## config.mk

```make
export PLATFORM = sky130hd
export DESIGN_NAME = matrix_3_3_mult_ctrl
export DESIGN_NICKNAME = d
export VERILOG_FILES = /design/src/rtl/matrix_pkg.sv /design/src/rtl/matrix_idx_counter.sv /design/src/rtl/matrix_3_3_mult_ctrl.sv
export SDC_FILE = /design/constraint.sdc
export NUM_CORES = 1
export LEC_CHECK = 0
export CAP_MARGIN = 20
export CORE_MARGIN = 5
export CORE_UTILIZATION = 66
export CTS_CLUSTER_DIAMETER = 30
export CTS_CLUSTER_SIZE = 10
export DETAILED_ROUTE_END_ITERATION = 12
export DONT_BUFFER_PORTS = 1
export PLACE_DENSITY = 0.82
export SYNTH_ARGS = -nofsm -noshare
export SYNTH_HDL_FRONTEND = slang
export SYNTH_SLANG_ARGS = --single-unit
```

## constraint.sdc

```tcl
create_clock -name clk -period 3.6 [get_ports clk]
set_clock_uncertainty 0.05 [all_clocks]
set_input_delay 1.08 -clock clk [delete_from_list [all_inputs] [get_ports clk]]
set_output_delay 1.08 -clock clk [all_outputs]
set_load 0.005 [all_outputs]
```

## src/rtl/matrix_pkg.sv

```systemverilog
// Shared constants, state encoding and index helpers for the 3x3 matrix multiply controller.
package matrix_pkg;

    localparam int N    = 3;
    localparam int DW   = 3;
    localparam int ACCW = 8;
    localparam int IDXW = 2;

    localparam logic [1:0] S_IDLE  = 2'd0;
    localparam logic [1:0] S_RUN   = 2'd1;
    localparam logic [1:0] S_DRAIN = 2'd2;
    localparam logic [1:0] S_DONE  = 2'd3;

    typedef enum logic [1:0] {
        IDLE  = S_IDLE,
        RUN   = S_RUN,
        DRAIN = S_DRAIN,
        DONE  = S_DONE
    } state_t;

    function automatic logic is_last(input logic [IDXW-1:0] idx);
        return idx == IDXW'(N - 1);
    endfunction

endpackage

```

## src/rtl/matrix_idx_counter.sv

```systemverilog
// Nested i/j/k index counter: k steps within an element, j/i step per element in row-major order.
module matrix_idx_counter
    import matrix_pkg::*;
(
    input  logic            clk,
    input  logic            rst,
    input  logic            clr,
    input  logic            k_inc,
    input  logic            elem_adv,
    output logic [IDXW-1:0] i,
    output logic [IDXW-1:0] j,
    output logic [IDXW-1:0] k,
    output logic            k_last,
    output logic            elem_last
);

    always_ff @(posedge clk or posedge rst) begin
        if (rst) begin
            i <= '0;
            j <= '0;
            k <= '0;
        end else if (clr) begin
            i <= '0;
            j <= '0;
            k <= '0;
        end else if (elem_adv) begin
            k <= '0;
            if (is_last(j)) begin
                j <= '0;
                i <= is_last(i) ? '0 : i + 1'b1;
            end else begin
                j <= j + 1'b1;
            end
        end else if (k_inc) begin
            k <= k + 1'b1;
        end
    end

    assign k_last    = is_last(k);
    assign elem_last = is_last(i) && is_last(j);

endmodule

```

## src/rtl/matrix_3_3_mult_ctrl.sv

```systemverilog
// C = A x B sequencer: drives both ROM addresses, accumulates the 1-cycle-late products, emits C row-major.
module matrix_3_3_mult_ctrl
    import matrix_pkg::*;
(
    input  logic            clk,
    input  logic            rst,
    input  logic            start,
    output logic [IDXW-1:0] a_row,
    output logic [IDXW-1:0] a_col,
    output logic [IDXW-1:0] b_row,
    output logic [IDXW-1:0] b_col,
    input  logic [DW-1:0]   a_data,
    input  logic [DW-1:0]   b_data,
    output logic            c_valid,
    output logic [IDXW-1:0] c_row,
    output logic [IDXW-1:0] c_col,
    output logic [ACCW-1:0] c_data,
    output logic            busy,
    output logic            done
);

    state_t            state;
    state_t            state_nx;
    logic [IDXW-1:0]   i;
    logic [IDXW-1:0]   j;
    logic [IDXW-1:0]   k;
    logic              k_last;
    logic              elem_last;
    logic              ctr_clr;
    logic              k_inc;
    logic              elem_adv;
    logic [ACCW-1:0]   acc;
    logic [2*DW-1:0]   prod;
    logic [ACCW-1:0]   prod_ext;

    matrix_idx_counter u_idx (
        .clk       (clk),
        .rst       (rst),
        .clr       (ctr_clr),
        .k_inc     (k_inc),
        .elem_adv  (elem_adv),
        .i         (i),
        .j         (j),
        .k         (k),
        .k_last    (k_last),
        .elem_last (elem_last)
    );

    assign a_row = i;
    assign a_col = k;
    assign b_row = k;
    assign b_col = j;

    assign prod     = a_data * b_data;
    assign prod_ext = ACCW'(prod);
    assign busy     = (state != IDLE);

    // k holds at N-1 through DRAIN; the ROM data seen in DRAIN is the last product.
    always_comb begin
        state_nx = state;
        ctr_clr  = 1'b0;
        k_inc    = 1'b0;
        elem_adv = 1'b0;
        case (state)
            IDLE: begin
                ctr_clr = 1'b1;
                if (start) state_nx = RUN;
            end
            RUN: begin
                if (k_last) state_nx = DRAIN;
                else        k_inc    = 1'b1;
            end
            DRAIN: begin
                elem_adv = 1'b1;
                state_nx = elem_last ? DONE : RUN;
            end
            DONE: begin
                ctr_clr  = 1'b1;
                state_nx = IDLE;
            end
            default: state_nx = IDLE;
        endcase
    end

    always_ff @(posedge clk or posedge rst) begin
        if (rst) begin
            state   <= IDLE;
            acc     <= '0;
            c_valid <= 1'b0;
            c_row   <= '0;
            c_col   <= '0;
            c_data  <= '0;
            done    <= 1'b0;
        end else begin
            state   <= state_nx;
            c_valid <= 1'b0;
            done    <= (state == DONE);
            case (state)
                IDLE: acc <= '0;
                RUN: begin
                    // Data in the k=0 cycle still belongs to the previous address.
                    if (k != '0) acc <= acc + prod_ext;
                end
                DRAIN: begin
                    c_data  <= acc + prod_ext;
                    c_row   <= i;
                    c_col   <= j;
                    c_valid <= 1'b1;
                    acc     <= '0;
                end
                default: ;
            endcase
        end
    end

endmodule

```

==> results of run 1 <==
==> area by class of cell <==
cell class	instances	area, um^2
timing repair buffer	4	50.0
inverter	20	75.1
multi-input combinational	94	878
tap	30	37.5
clock buffer	8	78.8
sequential	30	751
fill	184	629
==> flip-flops by register name, summed over array words and instances, names as in the netlist <==
| name | cells |
|---|---|
| done | 1 |
| c_data | 8 |
| u_idx.i | 2 |
| acc | 8 |
| u_idx.j | 2 |
| u_idx.k | 2 |
| state | 2 |
| c_col | 2 |
| c_valid | 1 |
| c_row | 2 |
==> how the worst max path moves through the flow <==
stage | from | endpoint | slack [ns] | cells after the start
2_1_floorplan | a_data[0] | c_data[7] | 0.02 | 9
3_3_place_gp | a_data[0] | c_data[5] | -0.01 | 9
3_5_place_dp | a_data[0] | c_data[7] | -0.04 | 9
4_1_cts | a_data[0] | c_data[7] | 0.28 | 9
5_1_grt | a_data[0] | c_data[5] | 0.20 | 9
6_report | a_data[0] | c_data[5] | 0.29 | 9
==> worst max-delay path, cell delays in order <==
cell and delay [ns]:
sky130_fd_sc_hd__nand2_1 0.06, sky130_fd_sc_hd__fa_1 0.51, sky130_fd_sc_hd__fa_1 0.53, sky130_fd_sc_hd__inv_1 0.07, sky130_fd_sc_hd__fa_1 0.44, sky130_fd_sc_hd__a211o_1 0.29
sky130_fd_sc_hd__o21ai_0 0.11, sky130_fd_sc_hd__xnor2_1 0.12, sky130_fd_sc_hd__mux2_2 0.27
==> power by group through the flow <==
stage / clock network (W) / logic [W] / registers [W]
2_1_floorplan: 0 / 0.000413 / 0.000508
3_3_place_gp: 0 / 0.000469 / 0.000531
3_5_place_dp: 0 / 0.000502 / 0.000535
4_1_cts: 0.000253 / 0.000505 / 0.000529
5_1_grt: 0.000269 / 0.000572 / 0.000544
6_report: 0.000247 / 0.000506 / 0.000527
==> layout by cell type (no fill, tap or decap), types with 6 or more instances in the layout <==
cell type                  instances
sky130_fd_sc_hd__mux2_2           11
sky130_fd_sc_hd__dfrtp_1          30
sky130_fd_sc_hd__inv_1            20
sky130_fd_sc_hd__nand2b_1          6
sky130_fd_sc_hd__a22o_1            7
sky130_fd_sc_hd__nand2_1           8
sky130_fd_sc_hd__ha_1             16
==> synthesized netlist by cell type (all sizes together) (5+ instances only) <==
cell     n  area [um^2]
a21oi    5         25.0
xnor2    5         43.8
mux2    12          139
nand2    8         30.0
and2     5         31.3
inv     20         75.1
a22o     7         61.3
fa       5          100
nand2b   6         37.5
ha      16          200
dfrtp   30          751
==> metrics by stage <==
step                      std cells  hold WS [ns]  total power [W]
after detailed placement        177         0.443          0.00104
after global routing            186         0.463          0.00138
after global placement          177         0.432          0.00100
final                           186         0.447          0.00128
after CTS                       185         0.456          0.00129
after floorplan                 148         0.421         0.000921
==> per-layer routing <==
metal | vias up | part of all wire | routed length (um) | track usage
met5 | - | 0 | 0 | 0
met4 | 0 | 0.019 | 58 | 0.0836
met3 | 8 | 0.069 | 214 | 0.0734
met2 | 37 | 0.51 | 1600 | 0.334
met1 | 552 | 0.40 | 1250 | 0.215
li1 | 512 | - | - | -
==> cells by family (layout without fill, tap and decap cells) <==
group / count (synthesis) / in the layout / share of synthesized area
muxes: 14 / 14 / 0.0919
buffers and inverters: 24 / 32 / 0.0579
AOI/OAI and AO/OA: 27 / 27 / 0.124
adders and majority gates: 21 / 21 / 0.174
xor gates and xnor gates: 6 / 6 / 0.0304
and+or+nand+nor: 26 / 26 / 0.0876
DFF: 30 / 30 / 0.434
==> out/metrics.json, run 1 <==
{
  "syn-mean-instance-area_um2": 11.7,
  "ios": 32,
  "synthCells": 148,
  "synth-edff-count": 0,
  "ratio_of_cells_with_drive_above_1_in_the_final_layout": 0.179,
  "ys.warnings.count": 0,
  "synth-seq-cells": 30,
  "post_route_fraction_of_the_period_consumed_by_the_critical_path": 0.918,
  "ant_nets": 0,
  "vdd.ir_drop.worst_mv": 0.618,
  "max_clock_freq_mhz": 302,
  "clock_sink_count": 30,
  "setup.worst_path.end_class": "flop",
  "cts.clk_slew.worst_paths_ns": 0.09,
  "grt_setup_unrepaired": "false",
  "relative_contribution_of_sequential_cells_to_total_power": 0.412,
  "aggregate_global_route_resource_usage": 0.194,
  "final_max_slew_viol_count": 0,
  "yosys.cell_types.count": 31,
  "async_reset_ff_frac": 1.00,
  "place.gp.congestion": 0.796,
  "grt-ovfl-total": 0,
  "report.final.setup_viol": 0,
  "total_power_density_per_cell_area_nw_per_um2": 684,
  "drt_first_pass_iters": 4,
  "post-cts-setup-buffer-count": 0,
  "dp.final_hpwl_um": 2370,
  "worst-setup-path-type": "in2reg",
  "timing.max_cap.violations": 0,
  "floorplan.die.height_um": 61.2,
  "initial_cell_density_of_the_core": 0.692,
  "final_nets": 185,
  "power.internal_w": 0.000789,
  "clk_root_buffer_cell": "sky130_fd_sc_hd__clkbuf_4",
  "final_worst_setup_slack_ns": 0.294,
  "power.leakage_nw": 0.960,
  "end_of_the_worst_hold_path": "acc[7]",
  "worst_hold_startpoint": "acc[7]",
  "drtIter0Drc": 12,
  "finalWirelength_um": 3120,
  "timing.reg2reg.worst_path_depth": 8,
  "worst_hold_path.num_cells": 1,
  "post-place-ws_ns": -0.0437,
  "netSwitchingPower_w": 0.000490,
  "synth_sequential_area_ratio": 0.434,
  "r2r_setup_slack_ns": 1.18,
  "cp_data_required_time_ns": 3.77,
  "grt_max_degree": 31,
  "worstPathMaxFanout": 3,
  "relative_slew_slack": 0.426,
  "outcome": "complete, no violations",
  "synth_fp_nets": 178,
  "report.final.hold_viol_count": 0,
  "critical_path_arrival_ns": 3.48,
  "detail_route.drc_violations": 0,
  "p_sw_frac": 0.383,
  "h-tree-depth": 2,
  "finalCriticalPeriod_ns": 3.31,
  "dpl-instance-area_um2": 1760,
  "core_region_area_um2": 2500,
  "finish.instance_area_um2": 1870,
  "synth_ff_type": "sky130_fd_sc_hd__dfrtp_1",
  "fp-row-count": 18,
  "io_buffers": 0,
  "first_pass_grt_wire_length_um": 5230,
  "antenna_cells_inserted": 0,
  "mean_routed_wirelength_per_cell_um": 16.8,
  "ctsLongestPathBuffers": 2,
  "power.share.clock": 0.193,
  "utilization_of_the_core_after_routing": 0.748,
  "post_cts_resized": 0,
  "regToRegStartpoint": "acc[2]",
  "synthesis.area_um2": 1730,
  "synthToLayoutAreaGrowth_pct": 8.18,
  "startpoint_type_of_the_worst_setup_path": "primary input",
  "die_area_um2": 3740,
  "grt_antenna_before_repair": 0,
  "fin_tns_setup_ns": 0,
  "grt_pass1_vias": 1210,
  "timing.hold.worst.class": "reg2reg",
  "worst_pin_slew_ns": 0.861,
  "reg2reg_to": "c_data[5]",
  "die_w_um": 61.2,
  "tritoncts.num_buffers": 5,
  "routed_via_density": 5.96,
  "cts_tree": "yes",
  "ctsHoldBuffers": 0,
  "combPwrFrac": 0.395,
  "route.vias.total": 1109,
  "clkLatencyLatePin_ns": 0.32
}
No activity file was read; power rests on OpenSTA's default activity.
==> run 2: changes to the inputs <==
--- a/config.mk
+++ b/config.mk
@@ -15,4 +15,5 @@
 export PLACE_DENSITY = 0.82
 export SYNTH_ARGS = -nofsm -noshare
 export SYNTH_HDL_FRONTEND = slang
+export SYNTH_HIERARCHICAL = 1
 export SYNTH_SLANG_ARGS = --single-unit
==> run 2 against run 1 <==
Effect of this change: maximum frequency rose by 2.3%; critical path depth fell by 1; cell area fell by 1.3%; clock power fell by 13%; total power fell by 7.0%; synthesized area rose by 2.4%; utilization fell by 1.7 points; critical path type unchanged.
==> out/metrics.json, run 2 <==
{
  "worstPathMaxFanout": {"value": 4, "change": "was 3"},
  "max_clock_freq": {"value": 309, "unit": "MHz", "change": "was 302 MHz"},
  "mean_routed_wirelength_per_cell": {"value": 17.4, "unit": "um", "change": "was 16.8 um"},
  "ys.warnings.count": {"value": 6, "change": "was 0"},
  "clk_root_buffer_cell": {"value": "sky130_fd_sc_hd__clkbuf_4", "change": "unchanged"},
  "ys_top_cells_by_area": {"value": "sky130_fd_sc_hd__dfrtp_1 42%, sky130_fd_sc_hd__ha_1 9.9%, sky130_fd_sc_hd__mux2_2 5.7%", "change": "was sky130_fd_sc_hd__dfrtp_1 43%, sky130_fd_sc_hd__ha_1 12%, sky130_fd_sc_hd__mux2_2 7.2%"},
  "synthesis.area": {"value": 1770, "unit": "um^2", "change": "was 1730 um^2"},
  "clock_sink_count": {"value": 30, "change": "unchanged"},
  "critical_path_arrival": {"value": 3.45, "unit": "ns", "change": "was 3.48 ns"},
  "synth_most_common_cell": {"value": "sky130_fd_sc_hd__dfrtp_1", "change": "unchanged"},
  "timing.reg2reg.worst_path_depth": {"value": 8, "change": "unchanged"},
  "combPwrFrac": {"value": 0.405, "change": "was 0.395"},
  "clkLatencyLatePin": {"value": 0.35, "unit": "ns", "change": "was 0.32 ns"},
  "detail_route.drc_violations": {"value": 0, "change": "unchanged"},
  "fin_tns_setup": {"value": 0, "unit": "ns", "change": "unchanged"},
  "cp_data_required_time": {"value": 3.81, "unit": "ns", "change": "was 3.77 ns"},
  "final_max_slew_viol_count": {"value": 0, "change": "unchanged"},
  "outcome": {"value": "complete, no violations", "change": "unchanged"},
  "ant_nets": {"value": 0, "change": "unchanged"},
  "fp-row-count": {"value": 18, "change": "unchanged"},
  "synth-seq-cells": {"value": 30, "change": "unchanged"},
  "aggregate_global_route_resource_usage": {"value": 0.211, "change": "was 0.194"},
  "synth_sequential_area_ratio": {"value": 0.424, "change": "was 0.434"},
  "relative_contribution_of_sequential_cells_to_total_power": {"value": 0.415, "change": "was 0.412"},
  "relative_slew_slack": {"value": 0.406, "change": "was 0.426"},
  "report.final.setup_viol": {"value": 0, "change": "unchanged"},
  "ctsLongestPathBuffers": {"value": 2, "change": "unchanged"},
  "regToRegStartpoint": {"value": "acc[3]", "change": "was acc[2]"},
  "timing.hold.worst.class": {"value": "reg2reg", "change": "unchanged"},
  "ratio_of_cells_with_drive_above_1_in_the_final_layout": {"value": 0.143, "change": "was 0.179"},
  "synth_fp_nets": {"value": 192, "change": "was 178"},
  "finalCriticalPeriod": {"value": 3.23, "unit": "ns", "change": "was 3.31 ns"},
  "ios": {"value": 32, "change": "unchanged"},
  "floorplan.die.height": {"value": 61.8, "unit": "um", "change": "was 61.2 um"},
  "syn-mean-instance-area": {"value": 10.8, "unit": "um^2", "change": "was 11.7 um^2"},
  "final_common_cell": {"value": "sky130_fd_sc_hd__dfrtp_1", "change": "unchanged"},
  "first_pass_grt_wire_length": {"value": 5730, "unit": "um", "change": "was 5230 um"},
  "netSwitchingPower": {"value": 0.000468, "unit": "W", "change": "was 0.000490 W"},
  "timing.max_cap.violations": {"value": 0, "change": "unchanged"},
  "drtIter0Drc": {"value": 91, "change": "was 12"},
  "route.vias.total": {"value": 1182, "change": "was 1109"},
  "end_of_the_worst_hold_path": {"value": "acc[2]", "change": "was acc[7]"},
  "routed_via_density": {"value": 5.97, "change": "was 5.96"},
  "final_nets": {"value": 195, "change": "was 185"},
  "ctsHoldBuffers": {"value": 0, "change": "unchanged"},
  "place.gp.congestion": {"value": 0.817, "change": "was 0.796"},
  "layout_common_cells": {"value": "30 x sky130_fd_sc_hd__dfrtp_1, 25 x sky130_fd_sc_hd__inv_1, 14 x sky130_fd_sc_hd__ha_1", "change": "was 30 x sky130_fd_sc_hd__dfrtp_1, 20 x sky130_fd_sc_hd__inv_1, 16 x sky130_fd_sc_hd__ha_1"},
  "synthToLayoutAreaGrowth": {"value": 4.24, "unit": "%", "change": "was 8.18%"},
  "grt-ovfl-total": {"value": 0, "change": "unchanged"},
  "post_synth_top_area_share": {"value": 0.424, "change": "was 0.434"},
  "synth_top_cells_by_count": {"value": "30 x sky130_fd_sc_hd__dfrtp_1, 25 x sky130_fd_sc_hd__inv_1, 14 x sky130_fd_sc_hd__ha_1", "change": "was 30 x sky130_fd_sc_hd__dfrtp_1, 20 x sky130_fd_sc_hd__inv_1, 16 x sky130_fd_sc_hd__ha_1"},
  "die_w": {"value": 61.8, "unit": "um", "change": "was 61.2 um"},
  "cts_tree": {"value": "yes", "change": "unchanged"},
  "worst-setup-path-type": {"value": "in2reg", "change": "unchanged"},
  "dp.final_hpwl": {"value": 2580, "unit": "um", "change": "was 2370 um"},
  "setup.worst_path.end_class": {"value": "flop", "change": "unchanged"},
  "worst_pin_slew": {"value": 0.889, "unit": "ns", "change": "was 0.861 ns"},
  "core_region_area": {"value": 2520, "unit": "um^2", "change": "was 2500 um^2"},
  "async_reset_ff_frac": {"value": 1.00, "change": "unchanged"},
  "reg2reg_to": {"value": "acc[5]", "change": "was c_data[5]"},
  "synthCells": {"value": 164, "change": "was 148"},
  "initial_cell_density_of_the_core": {"value": 0.702, "change": "was 0.692"},
  "power.internal": {"value": 0.000722, "unit": "W", "change": "was 0.000789 W"},
  "die_area": {"value": 3820, "unit": "um^2", "change": "was 3740 um^2"},
  "tritoncts.num_buffers": {"value": 5, "change": "unchanged"},
  "finalWirelength": {"value": 3440, "unit": "um", "change": "was 3120 um"},
  "grt_setup_unrepaired": {"value": "false", "change": "unchanged"},
  "power.leakage": {"value": 0.908, "unit": "nW", "change": "was 0.960 nW"},
  "worst_hold_startpoint": {"value": "acc[2]", "change": "was acc[7]"},
  "cts.clk_slew.worst_paths": {"value": 0.09, "unit": "ns", "change": "about the same"},
  "post_route_fraction_of_the_period_consumed_by_the_critical_path": {"value": 0.898, "change": "was 0.918"},
  "post_cts_resized": {"value": 0, "change": "unchanged"},
  "r2r_setup_slack": {"value": 1.24, "unit": "ns", "change": "was 1.18 ns"},
  "post-synth-top-area-cell": {"value": "sky130_fd_sc_hd__dfrtp_1", "change": "unchanged"},
  "synth-edff-count": {"value": 0, "change": "unchanged"},
  "synth_ff_type": {"value": "sky130_fd_sc_hd__dfrtp_1", "change": "unchanged"},
  "top_regs": {"value": "acc (8), c_data (8)", "change": "unchanged"},
  "h-tree-depth": {"value": 2, "change": "unchanged"},
  "post-cts-setup-buffer-count": {"value": 0, "change": "unchanged"},
  "startpoint_type_of_the_worst_setup_path": {"value": "primary input", "change": "unchanged"},
  "power.share.clock": {"value": 0.180, "change": "was 0.193"},
  "grt_max_degree": {"value": 25, "change": "was 31"},
  "yosys.cell_types.count": {"value": 39, "change": "was 31"},
  "report.final.hold_viol_count": {"value": 0, "change": "unchanged"},
  "drt_first_pass_iters": {"value": 4, "change": "unchanged"},
  "p_sw_frac": {"value": 0.394, "change": "was 0.383"},
  "grt_antenna_before_repair": {"value": 0, "change": "unchanged"},
  "worst_hold_path.num_cells": {"value": 2, "change": "was 1"},
  "io_buffers": {"value": 0, "change": "unchanged"},
  "grt_pass1_vias": {"value": 1251, "change": "was 1210"},
  "utilization_of_the_core_after_routing": {"value": 0.732, "change": "was 0.748"},
  "total_power_density_per_cell_area": {"value": 645, "unit": "nW/um^2", "change": "was 684 nW/um^2"},
  "vdd.ir_drop.worst": {"value": 0.513, "unit": "mV", "change": "was 0.618 mV"},
  "antenna_cells_inserted": {"value": 0, "change": "unchanged"}
}
## run 2: power by group through the flow
stage	combinational [W]	clock, W	sequential, W
floorplan	0.000395	0	0.000480
global placement	0.000450	0	0.000498
detailed placement	0.000479	0	0.000504
CTS	0.000483	0.000213	0.000497
global route	0.000544	0.000233	0.000508
finish	0.000482	0.000214	0.000494
## run 2: cell type report
type                       instances  area [um^2]
tap                               30         37.5
sequential                        30          751
timing repair buffer               1         7.51
fill                             181          677
clock buffer                       7         55.1
multi-input combinational        104          896
inverter                          25         93.8
clock inverter                     1         5.00
## run 2: worst max-delay path by stage
| stage | startpoint | end | slack [ns] |
|---|---|---|---|
| detailed placement | a_data[0] | acc[7] | 0.03 |
| finish | a_data[0] | acc[7] | 0.37 |
| global route | a_data[0] | acc[7] | 0.27 |
| CTS | a_data[0] | acc[7] | 0.38 |
| floorplan | a_data[0] | acc[5] | 0.12 |
| global placement | a_data[0] | c_data[7] | 0.1 |
## run 2: metrics by stage
stage          hold WS [ns]  instance area (um^2)  setup WS (ns)  power, W  instances
2_1_floorplan         0.400                  1770          0.117  0.000875        164
3_3_place_gp          0.425                  1790         0.0955  0.000948        190
3_5_place_dp          0.427                  1790         0.0340  0.000983        190
4_1_cts               0.454                  1850          0.380   0.00119        198
5_1_grt               0.481                  1850          0.273   0.00128        198
6_report              0.455                  1850          0.367   0.00119        198
## run 2: critical path: stages
cell and delay (ns):
sky130_fd_sc_hd__nand2_1 0.06, sky130_fd_sc_hd__fa_1 0.56, sky130_fd_sc_hd__fa_1 0.46, sky130_fd_sc_hd__fa_1 0.51, sky130_fd_sc_hd__nor2b_4 0.15, sky130_fd_sc_hd__o2111ai_1 0.20
sky130_fd_sc_hd__a211o_1 0.35, sky130_fd_sc_hd__o21ai_0 0.07
## run 2: cell families (layout without fill, tap and decap cells)
logic type	Yosys count	after routing	share of synthesized area
adder cells (fa/ha/maj)	19	19	0.155
AND/OR/NAND/NOR	41	41	0.142
buffers and inverters	30	34	0.0700
AO/OA/AOI/OAI	30	30	0.122
multiplexers	11	11	0.0714
XOR/XNOR	3	3	0.0148
flip-flops	30	30	0.424
## run 2: routing by layer
layer | GRT usage | vias up | part of all wire
met1 | 0.248 | 585 | 0.41
li1 | - | 565 | -
met5 | 0 | - | 0
met3 | 0.0826 | 9 | 0.057
met2 | 0.359 | 23 | 0.52
met4 | 0.0606 | 0 | 0.017
